==> src/rtl/hub75_capture_if.sv <==
// Row-write port of the HUB75 capture block: one framebuffer row per valid/ready handshake.
interface hub75_capture_if #(
    parameter int COLS   = 64,
    parameter int ADDR_W = 4
);
    logic                  wr_valid;
    logic                  wr_ready;
    logic [ADDR_W:0]       wr_row;
    logic [3*COLS-1:0]     wr_data;

    modport master (output wr_valid, output wr_row, output wr_data, input wr_ready);
    modport slave  (input wr_valid, input wr_row, input wr_data, output wr_ready);
endinterface

==> src/rtl/hub75_capture.sv <==
// Oversampling HUB75 receiver: rebuilds each latched 64-pixel row pair and writes both rows
// out over a valid/ready port, flagging short/long rows, address skips and write overflow.
module hub75_capture #(
    parameter int COLS        = 64,
    parameter int ADDR_W      = 4,
    parameter int SYNC_STAGES = 2
) (
    input  logic        clk,
    input  logic        rst,
    input  logic        hub_clk,
    input  logic        hub_lat,
    input  logic        hub_a,
    input  logic        hub_b,
    input  logic        hub_c,
    input  logic        hub_d,
    input  logic        hub_r0,
    input  logic        hub_g0,
    input  logic        hub_b0,
    input  logic        hub_r1,
    input  logic        hub_g1,
    input  logic        hub_b1,
    hub75_capture_if.master wr,
    output logic        frame_done,
    output logic        len_err,
    output logic        seq_err,
    output logic        ovf_err,
    output logic [15:0] frame_cnt
);
    localparam int CW    = $clog2(COLS + 2);
    localparam int IDX_W = $clog2(COLS);
    localparam logic [CW-1:0]     COL_FULL = CW'(COLS);
    localparam logic [CW-1:0]     COL_SAT  = CW'(COLS + 1);
    localparam logic [CW-1:0]     COL_ONE  = CW'(1);
    localparam logic [ADDR_W-1:0] ADDR_ONE = ADDR_W'(1);

    typedef enum logic [1:0] {IDLE, WR_UP, WR_LO} state_t;

    logic [11:0]                        bus_raw;
    logic [SYNC_STAGES-1:0][11:0]       sync_reg;
    logic                               clk_prev_reg, lat_prev_reg;
    logic [CW-1:0]                      col_reg;
    logic [COLS-1:0][2:0]               upper_reg, lower_reg;
    logic [3*COLS-1:0]                  lower_hold_reg;
    logic [ADDR_W-1:0]                  addr_reg, last_addr_reg;
    logic                               first_reg;
    state_t                             state_reg;

    logic              s_clk, s_lat, clk_rise, lat_rise, hs, busy, len_bad, accept;
    logic [3:0]        s_addr_pins;
    logic [ADDR_W-1:0] s_addr, next_addr;
    logic [2:0]        s_up, s_lo;
    logic [CW-1:0]     wcol;

    assign bus_raw = {hub_clk, hub_lat, hub_d, hub_c, hub_b, hub_a,
                      hub_r0, hub_g0, hub_b0, hub_r1, hub_g1, hub_b1};

    assign s_clk       = sync_reg[SYNC_STAGES-1][11];
    assign s_lat       = sync_reg[SYNC_STAGES-1][10];
    assign s_addr_pins = sync_reg[SYNC_STAGES-1][9:6];
    assign s_addr      = s_addr_pins[ADDR_W-1:0];
    assign s_up        = sync_reg[SYNC_STAGES-1][5:3];
    assign s_lo        = sync_reg[SYNC_STAGES-1][2:0];

    assign clk_rise  = s_clk & ~clk_prev_reg;
    assign lat_rise  = s_lat & ~lat_prev_reg;
    assign hs        = wr.wr_valid & wr.wr_ready;
    // The hold buffer frees up in the same cycle the lower row is handed off.
    assign busy      = (state_reg != IDLE) && !(state_reg == WR_LO && hs);
    assign len_bad   = lat_rise && (col_reg != COL_FULL);
    assign accept    = lat_rise && !len_bad && !busy;
    assign wcol      = lat_rise ? '0 : col_reg;
    assign next_addr = last_addr_reg + ADDR_ONE;

    always_ff @(posedge clk) begin
        if (!rst) begin
            sync_reg       <= '0;
            clk_prev_reg   <= 1'b0;
            lat_prev_reg   <= 1'b0;
            col_reg        <= '0;
            state_reg      <= IDLE;
            wr.wr_valid    <= 1'b0;
            wr.wr_row      <= '0;
            wr.wr_data     <= '0;
            frame_done     <= 1'b0;
            len_err        <= 1'b0;
            seq_err        <= 1'b0;
            ovf_err        <= 1'b0;
            frame_cnt      <= '0;
            first_reg      <= 1'b1;
            last_addr_reg  <= '0;
            addr_reg       <= '0;
            lower_hold_reg <= '0;
        end else begin
            sync_reg     <= {sync_reg[SYNC_STAGES-2:0], bus_raw};
            clk_prev_reg <= s_clk;
            lat_prev_reg <= s_lat;
            frame_done   <= 1'b0;
            seq_err      <= 1'b0;
            len_err      <= len_bad;
            ovf_err      <= lat_rise && !len_bad && busy;

            // A shift coinciding with a latch becomes column 0 of the next row.
            if (clk_rise && wcol < COL_FULL) begin
                upper_reg[wcol[IDX_W-1:0]] <= s_up;
                lower_reg[wcol[IDX_W-1:0]] <= s_lo;
            end
            if (lat_rise)
                col_reg <= clk_rise ? COL_ONE : '0;
            else if (clk_rise && col_reg != COL_SAT)
                col_reg <= col_reg + COL_ONE;

            case (state_reg)
                WR_UP: if (hs) begin
                    wr.wr_row  <= {1'b1, addr_reg};
                    wr.wr_data <= lower_hold_reg;
                    state_reg  <= WR_LO;
                end
                WR_LO: if (hs) begin
                    wr.wr_valid <= 1'b0;
                    state_reg   <= IDLE;
                    if (&addr_reg) begin
                        frame_done <= 1'b1;
                        frame_cnt  <= frame_cnt + 16'd1;
                    end
                end
                default: ;
            endcase

            if (accept) begin
                wr.wr_valid    <= 1'b1;
                wr.wr_row      <= {1'b0, s_addr};
                wr.wr_data     <= upper_reg;
                lower_hold_reg <= lower_reg;
                addr_reg       <= s_addr;
                state_reg      <= WR_UP;
                first_reg      <= 1'b0;
                last_addr_reg  <= s_addr;
                if (!first_reg && s_addr != next_addr)
                    seq_err <= 1'b1;
            end
        end
    end
endmodule

==> src/flat_wrapper.sv <==
// flat-port wrapper written by rule: the top's interface ports become plain ports
module hub75_capture_flat 
#(
    parameter int COLS        = 64,
    parameter int ADDR_W      = 4,
    parameter int SYNC_STAGES = 2
)
  (clk, rst, hub_clk, hub_lat, hub_a, hub_b, hub_c, hub_d, hub_r0, hub_g0, hub_b0, hub_r1, hub_g1, hub_b1, frame_done, len_err, seq_err, ovf_err, frame_cnt, wr_wr_valid, wr_wr_row, wr_wr_data, wr_wr_ready);
  hub75_capture_if #(.COLS(COLS), .ADDR_W(ADDR_W)) wr_i ();
  input  logic clk;
  input  logic rst;
  input  logic hub_clk;
  input  logic hub_lat;
  input  logic hub_a;
  input  logic hub_b;
  input  logic hub_c;
  input  logic hub_d;
  input  logic hub_r0;
  input  logic hub_g0;
  input  logic hub_b0;
  input  logic hub_r1;
  input  logic hub_g1;
  input  logic hub_b1;
  output logic frame_done;
  output logic len_err;
  output logic seq_err;
  output logic ovf_err;
  output logic [15:0] frame_cnt;
  output wire logic [$bits(wr_i.wr_valid)-1:0] wr_wr_valid;
  output wire logic [$bits(wr_i.wr_row)-1:0] wr_wr_row;
  output wire logic [$bits(wr_i.wr_data)-1:0] wr_wr_data;
  input wire logic [$bits(wr_i.wr_ready)-1:0] wr_wr_ready;
  assign wr_wr_valid = wr_i.wr_valid;
  assign wr_wr_row = wr_i.wr_row;
  assign wr_wr_data = wr_i.wr_data;
  assign wr_i.wr_ready = wr_wr_ready;
  hub75_capture #(.COLS(COLS), .ADDR_W(ADDR_W), .SYNC_STAGES(SYNC_STAGES)) u_core (.clk(clk), .rst(rst), .hub_clk(hub_clk), .hub_lat(hub_lat), .hub_a(hub_a), .hub_b(hub_b), .hub_c(hub_c), .hub_d(hub_d), .hub_r0(hub_r0), .hub_g0(hub_g0), .hub_b0(hub_b0), .hub_r1(hub_r1), .hub_g1(hub_g1), .hub_b1(hub_b1), .wr(wr_i), .frame_done(frame_done), .len_err(len_err), .seq_err(seq_err), .ovf_err(ovf_err), .frame_cnt(frame_cnt));
endmodule
==> config.mk <==
export PLATFORM = sky130hd
export DESIGN_NAME = hub75_capture_flat
export DESIGN_NICKNAME = d
export VERILOG_FILES = /design/src/rtl/hub75_capture_if.sv /design/src/rtl/hub75_capture.sv /design/src/flat_wrapper.sv
export SDC_FILE = /design/constraint.sdc
export NUM_CORES = 1
export LEC_CHECK = 0
export BUFFER_PORTS_ARGS = -buffer_cell sky130_fd_sc_hd__buf_2
export CAP_MARGIN = 20
export CORE_UTILIZATION = 53
export DETAILED_ROUTE_END_ITERATION = 6
export HOLD_SLACK_MARGIN = 0.05
export PLACE_DENSITY = 0.75
export SKIP_LAST_GASP = 1
export SLEW_MARGIN = 20
export SYNTH_ARGS = -nofsm -noshare
export SYNTH_HDL_FRONTEND = slang
export SYNTH_SLANG_ARGS = --single-unit
==> constraint.sdc <==
create_clock -name clk -period 2.5 [get_ports clk]
set_clock_uncertainty 0.05 [all_clocks]
set_input_delay 0.5 -clock clk [delete_from_list [all_inputs] [get_ports clk]]
set_output_delay 0.5 -clock clk [all_outputs]
set_load 0.02 [all_outputs]
# Word level (Yosys, flattened, before mapping)
# Index checks and enable logic that the tools add are counted.
[word_totals] regBits=834 latch_bits=0 mem_bits_rw=0 romBits=0 input_bits=15 out_inout_bits=218 wordCells=223 n_memories=0
[classes] n_addsub=3 n_mul=0 div_mod_pow=0 magnitude_cmp=3 n_eq_ne=9 shifts=0 muxes=23 bitwise=6 reduce_logical=32
[ops] operator="192-bit two-way mux" n=3
[ops] operator="192-bit bitwise mux" n=2
[ops] operator="7-bit two-way mux" n=3
[ops] operator="3-bit demux with 6-bit select" n=1
[ops] operator="16-bit by 1-bit adder with 16-bit output (second input constant)" n=1
[ops] operator="7-bit != test (second input constant)" n=2
[ops] operator="4-bit two-way mux" n=3
[ops] operator="2-bit nonzero test" n=6
[ops] operator="1-bit logical AND" n=10
[ops] operator="2-bit AND reduction" n=5
[ops] operator="3-bit AND reduction" n=3
[ops] operator="7-bit by 1-bit adder with 7-bit output (second input constant)" n=1
[ops] operator="6-bit by 7-bit < comparator with 1-bit output (second input constant)" n=1
[ops] operator="7-bit < comparator (second input constant)" n=1
[ops] operator="1-bit two-way mux" n=7
[ops] operator="6-bit by 1-bit greater-or-equal comparator with 1-bit output (second input constant)" n=1
[ops] operator="3-bit by 1-bit != test with 1-bit output (second input constant)" n=2
[ops] operator="6-bit AND reduction" n=1
[ops] operator="4-bit by 1-bit adder with 4-bit output (second input constant)" n=1
[ops] operator="1-bit logical NOT" n=4
[ops] operator="2-bit two-way mux" n=2
[ops] operator="2-bit by 1-bit != test with 1-bit output (second input constant)" n=2
[ops] operator="4-bit != test" n=1
[ops] operator="2-bit case mux with 2 select lines" n=1
[ops] operator="other kinds (8)" n=12

# Depth between registers and ports, before layout
# Gate-level depths: netlist of run 1.
[depth] ltp_word=8 depth_mapped=10 ltp_nobuf=6

# Least setup slack after synthesis of run 1
# No wires, ideal clock.
[synth_timing] path_type="input to register" start="input port rst" end="register u_core.lower_reg[123] (netlist bit), enable pin" setup_time_ps=386 arrival_ps=2006 required_time_ps=2064 path_slack_ps=59 path_stages=4 path_buffers=0 cell_sequence="nand2_1 a211oi_2 nand4_1 nor4_1"
[synth_between] elab_chain_cells=1
[synth_lines] item="start: declaration" line="flat_wrapper.sv:11" source="input logic rst;"
[synth_lines] item="2-bit AND reduction (no line)"
[synth_lines] item="end signal: indexed assignment" line="hub75_capture.sv:105" source="lower_reg[wcol[IDX_W-1:0]] <= s_lo;"
[synth_lines] item="end: declaration" line="hub75_capture.sv:42" source="logic [COLS-1:0][2:0] upper_reg, lower_reg;"
# Every way passes these cells.
# A chain may end at the register's enable or synchronous reset.

# Worst setup path in the final report of run 1
[layout_timing] start="register u_core.state_reg[0]" end="register u_core.wr.wr_data[21]"
[layout_between] elab_chain_cells=8 word_cells_on_any_way=12 cone_classes="eq/ne: 2; mux: 1; reduce/logical: 9"
[layout_lines] item="start: declaration" line="hub75_capture.sv:46" source="state_t state_reg;"
[layout_lines] item="start signal: assignment" line="hub75_capture.sv:80" source="state_reg <= IDLE;"
[layout_lines] item="start signal: assignment" line="hub75_capture.sv:116" source="state_reg <= WR_LO;"
[layout_lines] item="start signal: assignment" line="hub75_capture.sv:120" source="state_reg <= IDLE;"
[layout_lines] item="2-bit equality test" line="hub75_capture.sv:68" source="assign busy = (state_reg != IDLE) && !(state_reg == WR_LO && hs);"
[layout_lines] item="1-bit logical AND" line="hub75_capture.sv:68"
[layout_lines] item="1-bit logical NOT" line="hub75_capture.sv:68"
[layout_lines] item="1-bit logical AND" line="hub75_capture.sv:68"
[layout_lines] item="1-bit logical NOT" line="hub75_capture.sv:70" source="assign accept = lat_rise && !len_bad && !busy;"
[layout_lines] item="1-bit logical AND" line="hub75_capture.sv:70"
[layout_lines] item="2-bit nonzero test (no line)"
[layout_lines] item="2-bit AND reduction (no line)"
[layout_lines] item="end signal: assignment" line="hub75_capture.sv:115" source="wr.wr_data <= lower_hold_reg;"
[layout_lines] item="end signal: assignment" line="hub75_capture.sv:132" source="wr.wr_data <= upper_reg;"
[layout_lines] item="end: declaration" line="hub75_capture_if.sv:11" source="modport master (output wr_valid, output wr_row, output wr_data, input wr_ready);"
# Parallel ways exist; a longest one is shown, timed or not.

==> reports/summary.txt, run 1 <==
total number of vias: 20857
most area-hungry cell type in the Yosys netlist: sky130_fd_sc_hd__edfxtp_1
arrival time worst endpoint: 2780 ps
Max Fclk: 0.429 GHz
vias in the first global route: 20218
Final TNS setup: 0 ps
Max-slew headroom: 33.3%
endpoint class of the critical path: flip-flop
initial antenna violation count: 1
CTS H-tree lvls: 3
number of top-level pins: 233
fraction of layout cells with a size suffix above 1: 16.4%
wire length of the first global-routing pass: 111 mm
net total in the final layout: 2950
worst min-delay path category: in2reg
reg2reg start: u_core.state_reg[0]
root buffer cell: sky130_fd_sc_hd__clkbuf_16
cell count of the worst hold path: 2
Cell Chain, Critical Path: inv_1 > ha_1 > and3_1 > o2111ai_4 > buf_12 > buf_16 > nor2_1 > a311oi_1
Cell Rows: 85
Worst Setup Start Kind: flip-flop
Seq cells post-synth: 834
Detailed Routing Iterations Pass 1: 5
TritonCTS Buffers: 84
proportion of netlist area held by the largest area contributor: 39.5%
# clock sinks: 834
Hold Startpoint: hub_clk
clock slew at the register clock pins of the worst setup and hold paths: 60 ps
GRT Util Overall: 25.3%
Mapped Cells: 2666
mean number of vias per cell: 5.65
wirelength, routed: 71.6 mm
effective utilization at floorplan: 54.0%
Worst-Margin Slew: 1000 ps
startpoint of the most critical setup path: u_core.state_reg[0]
non-filler instance count after layout: 3692
area of the multi-input gates: 0.00790 mm^2
DP Area: 0.0318 mm^2
run status: completed
post-synthesis net count: 2689
Final setup viols: 0
Area growth syn-to-layout: 18.7%
average detailed-routed wire length per instance: 19.4 um
total power divided by cell area: 778 mW/mm^2
fin crit share: 93.2%
Remaining DRCs: 0
unrepaired setup endpoints after global routing: false
number of maximum-capacitance constraint violations: 0
placeable core region: 0.0541 mm^2
number of cells traversed by the worst register-to-register path: 8
clock tree from TritonCTS: yes
port bufs: 232
start-to-end type of the worst setup path: reg2reg
most used cells in the layout excluding fill and tap cells: sky130_fd_sc_hd__nand2_1 (806), sky130_fd_sc_hd__dfxtp_1 (442), sky130_fd_sc_hd__edfxtp_1 (384), sky130_fd_sc_hd__nor2_1 (280), sky130_fd_sc_hd__buf_2 (232)
synth unique cells: 42
setup bufs post-CTS: 0
part of the Yosys area used for sequential elements: 70.3%
R2R Setup Slk: 170 ps
First DRT Iteration DRCs: 1834
largest incremental delay on the critical path: 350 ps
total non-filler cell area in the finished layout: 0.0347 mm^2
deepest clock path buffer count: 3
WP data required: 2950 ps
floorplan die area: 0.0561 mm^2
worst-case vdd ir drop: 0.000457 V
final period demand of the worst path: 2330 ps
destination of the worst register-to-register timing path: u_core.wr.wr_data[21]
clock network latency to the later pin of the worst-skew pair: 610 ps
Leak Pwr: 11.5 nW
Critical Path Fanout Max: 62
footprint of the flip-flops and latches: 0.0206 mm^2
total count of hold-check failures in the final report: 0
diode insertion count for antenna repair: 0
warnings from Yosys: 0
FILL cells: 4035
async set-or-reset flop fraction in the synthesized netlist: 0%
netlist area before placement: 0.0292 mm^2
Hold EP: u_core.sync_reg[11]
Final Max Slew Viols: 0
master of the slowest instance on the critical path: sky130_fd_sc_hd__o2111ai_4
Routed Antenna Nets: 0
total buffers and inverters traversed by the critical path: 3
ranking of synthesized cells by area: sky130_fd_sc_hd__edfxtp_1 (39%), sky130_fd_sc_hd__dfxtp_1 (31%), sky130_fd_sc_hd__nand2_1 (10%)
number of enable flip-flop cells after synthesis: 384
Post-DP HPWL: 41.2 mm
total gr overflow: 0
die extent in y: 237 um
final weighted congestion in routability-driven placement: 0.842
total placed cells including tap cells: 3526
pin count of the biggest net entering global routing: 89
family with the most delay on the worst path: compound AO/OA/AOI/OAI gates
horizontal extent of the die: 237 um
Synth Flop Type: sky130_fd_sc_hd__dfxtp_1
Syn Area/Cell: 11.0 um^2
commonest non-fill, non-tap cell in the layout: sky130_fd_sc_hd__nand2_1
[cells by family (layout without fill, tap and decap cells)]
group                      after synthesis  after routing  share of synthesized area, %
AOI/OAI and AO/OA                      421            421                          9.83
muxes                                    7              7                         0.257
DFF                                    834            834                          70.3
buffers and inverters                  198            528                          2.77
and+or+nand+nor                       1180           1180                          16.0
xor gates and xnor gates                18             18                         0.540
adders and majority gates                8              8                         0.343
[synthesized netlist by cell type (all sizes together) (6+ instances only)]
cell / instances
and2: 26
nand2: 806
dfxtp: 450
nor2: 280
edfxtp: 384
or3: 6
xnor2: 14
nand4: 10
a311oi: 193
a21oi: 211
inv: 9
nor3: 9
buf: 53
clkbuf: 135
nand3: 17
nor4: 9
ha: 8
o21ai: 9
[layer usage]
metal	share of wire, %	global-route usage, %
met3	7.7	5.40
met5	0	0
met4	2.8	8.80
met1	41	33.2
met2	48	41.6
[report_power, final]
part           switching, W  total (W)  internal, W
logic              0.000255   0.000341    0.0000861
clock network       0.00501     0.0123      0.00732
registers         0.0000376     0.0143       0.0142
total               0.00530     0.0270       0.0217
[worst max path at each step]
stage                                        to  cells after the start
after floorplan           u_core.lower_reg[123]                      4
final                     u_core.wr.wr_data[21]                      8
after CTS                 u_core.wr.wr_data[36]                      8
after global routing      u_core.wr.wr_data[21]                      8
after global placement     u_core.upper_reg[75]                      8
after detailed placement   u_core.upper_reg[76]                      8
[worst register-to-register path: stages (launching register included)]
cell and delay, ps:
sky130_fd_sc_hd__dfxtp_1 340, sky130_fd_sc_hd__inv_1 80, sky130_fd_sc_hd__ha_1 210, sky130_fd_sc_hd__and3_1 250, sky130_fd_sc_hd__o2111ai_4 350, sky130_fd_sc_hd__buf_12 260
sky130_fd_sc_hd__buf_16 270, sky130_fd_sc_hd__nor2_1 100, sky130_fd_sc_hd__a311oi_1 310
[layout make-up]
cell class              instances  area share [%]
inverters                      10           0.130
multi-input cells            1634            22.8
flip-flops and latches        834            59.3
well taps                     696            2.51
clock buffers                 135            7.51
clock inverters                20           0.437
repair buffers                363            7.33
[per-stage QoR]
step | util [%] | hold WS, ps | power, W | worst slack [ps]
2_1_floorplan | - | 351 | 0.0147 | 58.6
3_3_place_gp | 58.7 | 364 | 0.0149 | 74.3
3_5_place_dp | 58.7 | 368 | 0.0149 | 88.5
4_1_cts | 64.0 | 56.2 | 0.0271 | 53.8
5_1_grt | 64.0 | 84.9 | 0.0277 | 2.88
6_report | 64.0 | 101 | 0.0270 | 169
[repair_timing]
action | 4_1_cts | 5_1_grt
hold endpoints to repair | 11 | 0
hold buffers | 11 | 0
setup endpoints to repair | 0 | 133
resized for setup | 0 | 3
Power figures use the tool's default switching activity.
==> run 2: changes to the inputs <==
--- a/config.mk
+++ b/config.mk
@@ -7,10 +7,10 @@
 export LEC_CHECK = 0
 export BUFFER_PORTS_ARGS = -buffer_cell sky130_fd_sc_hd__buf_2
 export CAP_MARGIN = 20
-export CORE_UTILIZATION = 53
+export CORE_UTILIZATION = 55
 export DETAILED_ROUTE_END_ITERATION = 6
 export HOLD_SLACK_MARGIN = 0.05
-export PLACE_DENSITY = 0.75
+export PLACE_DENSITY = 0.74
 export SKIP_LAST_GASP = 1
 export SLEW_MARGIN = 20
 export SYNTH_ARGS = -nofsm -noshare
==> constraint.sdc (replaced) <==
create_clock -name clk -period 2.4 [get_ports clk]
set_clock_uncertainty 0.05 [all_clocks]
set_input_delay 0.48 -clock clk [delete_from_list [all_inputs] [get_ports clk]]
set_output_delay 0.48 -clock clk [all_outputs]
set_load 0.02 [all_outputs]
==> reports/summary.txt, run 2 (synthesized netlist as in run 1, its figures left out) <==
CTS H-tree lvls: 3 (unchanged)
Final setup viols: 0 (unchanged)
mean number of vias per cell: 5.63 (was 5.65)
arrival time worst endpoint: 2740 ps (was 2780 ps)
floorplan die area: 0.0540 mm^2 (was 0.0561 mm^2)
FILL cells: 3836 (was 4035)
endpoint class of the critical path: flip-flop (unchanged)
clock tree from TritonCTS: yes (unchanged)
Max-slew headroom: 56.3% (was 33.3%)
number of top-level pins: 233 (unchanged)
unrepaired setup endpoints after global routing: false (unchanged)
non-filler instance count after layout: 3697 (was 3692)
fin crit share: 94.9% (was 93.2%)
horizontal extent of the die: 232 um (was 237 um)
total placed cells including tap cells: 3532 (was 3526)
Remaining DRCs: 0 (unchanged)
Critical Path Fanout Max: 44 (was 62)
Worst Setup Start Kind: flip-flop (unchanged)
# clock sinks: 834 (unchanged)
Routed Antenna Nets: 0 (unchanged)
clock network latency to the later pin of the worst-skew pair: 620 ps (was 610 ps)
diode insertion count for antenna repair: 0 (unchanged)
Detailed Routing Iterations Pass 1: 6 (was 5)
total gr overflow: 0 (unchanged)
final weighted congestion in routability-driven placement: 0.848 (was 0.842)
Cell Rows: 84 (was 85)
Post-DP HPWL: 41.2 mm (about the same)
Worst-Margin Slew: 656 ps (was 1000 ps)
most used cells in the layout excluding fill and tap cells: sky130_fd_sc_hd__nand2_1 (806), sky130_fd_sc_hd__dfxtp_1 (444), sky130_fd_sc_hd__edfxtp_1 (384), sky130_fd_sc_hd__nor2_1 (280), sky130_fd_sc_hd__buf_2 (232) (was sky130_fd_sc_hd__nand2_1 (806), sky130_fd_sc_hd__dfxtp_1 (442), sky130_fd_sc_hd__edfxtp_1 (384), sky130_fd_sc_hd__nor2_1 (280), sky130_fd_sc_hd__buf_2 (232))
average detailed-routed wire length per instance: 19.3 um (was 19.4 um)
WP data required: 2860 ps (was 2950 ps)
wirelength, routed: 71.3 mm (was 71.6 mm)
worst-case vdd ir drop: 0.000548 V (was 0.000457 V)
pin count of the biggest net entering global routing: 115 (was 89)
die extent in y: 232 um (was 237 um)
Leak Pwr: 11.6 nW (was 11.5 nW)
run status: completed (unchanged)
number of maximum-capacitance constraint violations: 0 (unchanged)
vias in the first global route: 19897 (was 20218)
total power divided by cell area: 808 mW/mm^2 (was 778 mW/mm^2)
Overall Power: 0.0282 W (was 0.0270 W)
final period demand of the worst path: 2280 ps (was 2330 ps)
Area growth syn-to-layout: 19.5% (was 18.7%)
fraction of layout cells with a size suffix above 1: 16.9% (was 16.4%)
wire length of the first global-routing pass: 108 mm (was 111 mm)
start-to-end type of the worst setup path: reg2reg (unchanged)
Final Max Slew Viols: 0 (unchanged)
clock slew at the register clock pins of the worst setup and hold paths: 60 ps (about the same)
effective utilization at floorplan: 55.6% (was 54.0%)
Max Fclk: 0.439 GHz (was 0.429 GHz)
TritonCTS Buffers: 81 (was 84)
GRT Util Overall: 25.7% (was 25.3%)
initial antenna violation count: 0 (was 1)
commonest non-fill, non-tap cell in the layout: sky130_fd_sc_hd__nand2_1 (unchanged)
total count of hold-check failures in the final report: 0 (unchanged)
total number of vias: 20831 (was 20857)
deepest clock path buffer count: 3 (unchanged)
port bufs: 232 (unchanged)
root buffer cell: sky130_fd_sc_hd__clkbuf_16 (unchanged)
First DRT Iteration DRCs: 1859 (was 1834)
worst min-delay path category: in2reg (unchanged)
Final TNS setup: 0 ps (unchanged)
placeable core region: 0.0526 mm^2 (was 0.0541 mm^2)
net total in the final layout: 2965 (was 2950)
-- run 2: worst paths after layout --
path	from	end	slack, ps	cells after the start
setup / recovery	u_core.state_reg[0]	u_core.wr.wr_data[32]	120	9
hold / removal	rst	u_core.clk_prev_reg	130	3
setup reg to reg	u_core.state_reg[0]	u_core.wr.wr_data[32]	120	9
hold reg to reg	u_core.sync_reg[11]	u_core.s_clk	380	1
-- run 2: layout make-up --
cell class	count	area (um^2)	share of cell area [%]
clock buffers	116	2370	6.80
clock inverters	34	368	1.05
inverters	10	45.0	0.129
multi-input cells	1634	7920	22.7
flip-flops and latches	834	20600	58.9
well taps	688	861	2.47
repair buffers	381	2800	8.01
-- run 2: critical path, stage by stage, from the launching register on --
cell,delay (ps)
sky130_fd_sc_hd__dfxtp_1,340
sky130_fd_sc_hd__inv_1,90
sky130_fd_sc_hd__ha_2,240
sky130_fd_sc_hd__and3_2,270
sky130_fd_sc_hd__o2111ai_4,230
sky130_fd_sc_hd__buf_12,170
sky130_fd_sc_hd__buf_12,190
sky130_fd_sc_hd__buf_16,220
sky130_fd_sc_hd__nor2_1,60
sky130_fd_sc_hd__a311oi_1,300
-- run 2: metal layers --
metal	track usage [%]	share of wire (%)	up-vias
li1	-	-	9797
met1	33.5	41	10158
met2	42.6	49	766
met3	5.16	7.4	110
met4	9.60	2.6	0
met5	0	0	-
-- run 2: per-stage QoR --
stage	setup WS, ps	utilization (%)	instance area (um^2)	hold slack [ps]
finish	122	66.5	34900	133
floorplan	211	-	29200	351
CTS	63.4	66.2	34800	97.4
global placement	-9.52	60.8	31900	366
detailed placement	29.0	60.8	31900	371
global route	14.7	66.5	34900	138
-- run 2: report_power, final --
| group | switching (W) | internal [W] | leakage, nW |
|---|---|---|---|
| sequential | 0.0000443 | 0.0148 | 6.63 |
| combinational | 0.000262 | 0.0000954 | 3.64 |
| clock | 0.00521 | 0.00775 | 1.34 |
| total | 0.00552 | 0.0227 | 11.6 |
-- run 2: repair_timing --
action	in CTS	in global routing
buffers inserted	0	1
endpoints found under the setup margin	0	56
hold buffers	12	0
hold endpoints to repair	12	0
gates resized for setup	0	11
==> run 3: changes to the inputs <==
--- a/config.mk
+++ b/config.mk
@@ -5,7 +5,7 @@
 export SDC_FILE = /design/constraint.sdc
 export NUM_CORES = 1
 export LEC_CHECK = 0
-export BUFFER_PORTS_ARGS = -buffer_cell sky130_fd_sc_hd__buf_2
+export BUFFER_PORTS_ARGS = -buffer_cell sky130_fd_sc_hd__buf_4
 export CAP_MARGIN = 20
 export CORE_UTILIZATION = 55
 export DETAILED_ROUTE_END_ITERATION = 6
==> reports/summary.txt, run 3 (synthesized netlist as in run 1, its figures left out) <==
Area growth syn-to-layout: 21.1% (was 19.5%)
net total in the final layout: 2963 (was 2965)
clock network latency to the later pin of the worst-skew pair: 610 ps (was 620 ps)
total buffers and inverters traversed by the critical path: 3 (was 4)
fin crit share: 97.9% (was 94.9%)
GRT Util Overall: 26.0% (was 25.7%)
wirelength, routed: 72.6 mm (was 71.3 mm)
average detailed-routed wire length per instance: 19.7 um (was 19.3 um)
total placed cells including tap cells: 3523 (was 3532)
number of top-level pins: 233 (unchanged)
die extent in y: 232 um (unchanged)
effective utilization at floorplan: 55.6% (unchanged)
routed length on met1: 29.9 mm (was 29.5 mm)
Max-slew headroom: 44.0% (was 56.3%)
worst-case vdd ir drop: 0.000546 V (was 0.000548 V)
start-to-end type of the worst setup path: reg2reg (unchanged)
TritonCTS Buffers: 81 (unchanged)
floorplan die area: 0.0540 mm^2 (unchanged)
vias in the first global route: 20043 (was 19897)
# clock sinks: 834 (unchanged)
Leak Pwr: 11.5 nW (was 11.6 nW)
post-layout util: 67.3% (was 66.5%)
mean number of vias per cell: 5.69 (was 5.63)
Cell Rows: 84 (unchanged)
DR top layer: met4 (unchanged)
total gr overflow: 0 (unchanged)
pin count of the biggest net entering global routing: 115 (unchanged)
most used cells in the layout excluding fill and tap cells: sky130_fd_sc_hd__nand2_1 (806), sky130_fd_sc_hd__dfxtp_1 (444), sky130_fd_sc_hd__edfxtp_1 (384), sky130_fd_sc_hd__buf_4 (327), sky130_fd_sc_hd__nor2_1 (280) (was sky130_fd_sc_hd__nand2_1 (806), sky130_fd_sc_hd__dfxtp_1 (444), sky130_fd_sc_hd__edfxtp_1 (384), sky130_fd_sc_hd__nor2_1 (280), sky130_fd_sc_hd__buf_2 (232))
unrepaired setup endpoints after global routing: true (was false)
clock slew at the register clock pins of the worst setup and hold paths: 60 ps (about the same)
root buffer cell: sky130_fd_sc_hd__clkbuf_16 (unchanged)
deepest clock path buffer count: 3 (unchanged)
fraction of layout cells with a size suffix above 1: 16.8% (was 16.9%)
arrival time worst endpoint: 2800 ps (was 2740 ps)
final period demand of the worst path: 2350 ps (was 2280 ps)
routed wire length on met2: 35.5 mm (was 34.7 mm)
FILL cells: 3784 (was 3836)
First DRT Iteration DRCs: 1889 (was 1859)
total power divided by cell area: 780 mW/mm^2 (was 808 mW/mm^2)
WP data required: 2850 ps (was 2860 ps)
family with the most delay on the worst path: compound AO/OA/AOI/OAI gates (was buffers and inverters)
Post-DP HPWL: 41.1 mm (was 41.2 mm)
DP Area: 0.0325 mm^2 (was 0.0319 mm^2)
worst slack on hold paths: 87.9 ps (was 133 ps)
Remaining DRCs: 0 (unchanged)
total number of vias: 21002 (was 20831)
number of maximum-capacitance constraint violations: 0 (unchanged)
Detailed Routing Iterations Pass 1: 6 (unchanged)
final weighted congestion in routability-driven placement: 0.824 (was 0.848)
Critical Path Fanout Max: 55 (was 44)
port bufs: 232 (unchanged)
largest incremental delay on the critical path: 390 ps (was 340 ps)
diode insertion count for antenna repair: 0 (unchanged)
met3 wire length: 5.41 mm (was 5.25 mm)
horizontal extent of the die: 232 um (unchanged)
CTS H-tree lvls: 3 (unchanged)
total non-filler cell area in the finished layout: 0.0354 mm^2 (was 0.0349 mm^2)
Routed Antenna Nets: 0 (unchanged)
worst min-delay path category: in2reg (unchanged)
run status: completed (unchanged)
Max Fclk: 0.426 GHz (was 0.439 GHz)
Worst-Margin Slew: 839 ps (was 656 ps)
non-filler instance count after layout: 3690 (was 3697)
total count of hold-check failures in the final report: 0 (unchanged)
Worst Setup Start Kind: flip-flop (unchanged)
initial antenna violation count: 0 (unchanged)
clock tree from TritonCTS: yes (unchanged)
Final setup viols: 0 (unchanged)
master of the slowest instance on the critical path: sky130_fd_sc_hd__o2111ai_4 (was sky130_fd_sc_hd__dfxtp_1)
Overall Power: 0.0276 W (was 0.0282 W)
Final Max Slew Viols: 0 (unchanged)
endpoint class of the critical path: flip-flop (unchanged)
wire length of the first global-routing pass: 109 mm (was 108 mm)
Cell Chain, Critical Path: inv_1 > ha_1 > and3_1 > o2111ai_4 > buf_12 > buf_16 > nor2_1 > a311oi_1 (was inv_1 > ha_2 > and3_2 > o2111ai_4 > buf_12 > buf_12 > buf_16 > nor2_1 > a311oi_1)
commonest non-fill, non-tap cell in the layout: sky130_fd_sc_hd__nand2_1 (unchanged)
placeable core region: 0.0526 mm^2 (unchanged)
[run 3: changes by cell type in the layout (fill, tap and decap cells not counted), sizes merged]
cell	change
buf	-6
bufinv	-2
clkbuf	+3
clkinv	+1
inv	-3
[run 3: worst min-delay path: cells and delay by family]
family / cells / cell delay [ps]
buf+inv: 2 / 170
simple gates: 1 / 70
[run 3: area by class of cell]
cell class / count / area (um^2) / area share (%)
sequential: 834 / 20600 / 58.1
multi-input combinational: 1634 / 7920 / 22.4
timing repair buffer: 379 / 3430 / 9.70
clock buffer: 115 / 2260 / 6.38
tap: 688 / 861 / 2.43
clock inverter: 30 / 305 / 0.863
inverter: 10 / 45.0 / 0.127
[run 3: path summary, 6_finish.rpt]
kind	to	from	slack (ps)	cells past startpoint
max	u_core.wr.wr_data[109]	u_core.state_reg[0]	50	8
min	u_core.clk_prev_reg	rst	90	3
max reg2reg	u_core.wr.wr_data[109]	u_core.state_reg[0]	50	8
min reg2reg	u_core.s_addr[3]	u_core.sync_reg[9]	380	1
[run 3: what timing repair did]
action | CTS | global route
setup buffers | 0 | 5
resized for setup | 0 | 8
hold endpoints to repair | 12 | 0
hold buffers | 12 | 0
setup endpoints to repair | 0 | 18
[run 3: power breakdown]
group | internal, W | switching, W
Sequential | 0.0148 | 0.0000454
Combinational | 0.000105 | 0.000263
Clock | 0.00719 | 0.00515
[run 3: metal layers]
layer / GRT usage, % / vias to the layer above
li1: - / 9800
met1: 33.6 / 10303
met2: 43.5 / 778
met3: 5.47 / 121
met4: 8.70 / 0
met5: 0 / -
[run 3: through the flow]
stage	TNS, ps	setup slack (ps)
2_1_floorplan	0	211
3_3_place_gp	0	42.2
3_5_place_dp	0	45.3
4_1_cts	0	93.4
5_1_grt	-221	-28.4
6_report	0	51.5
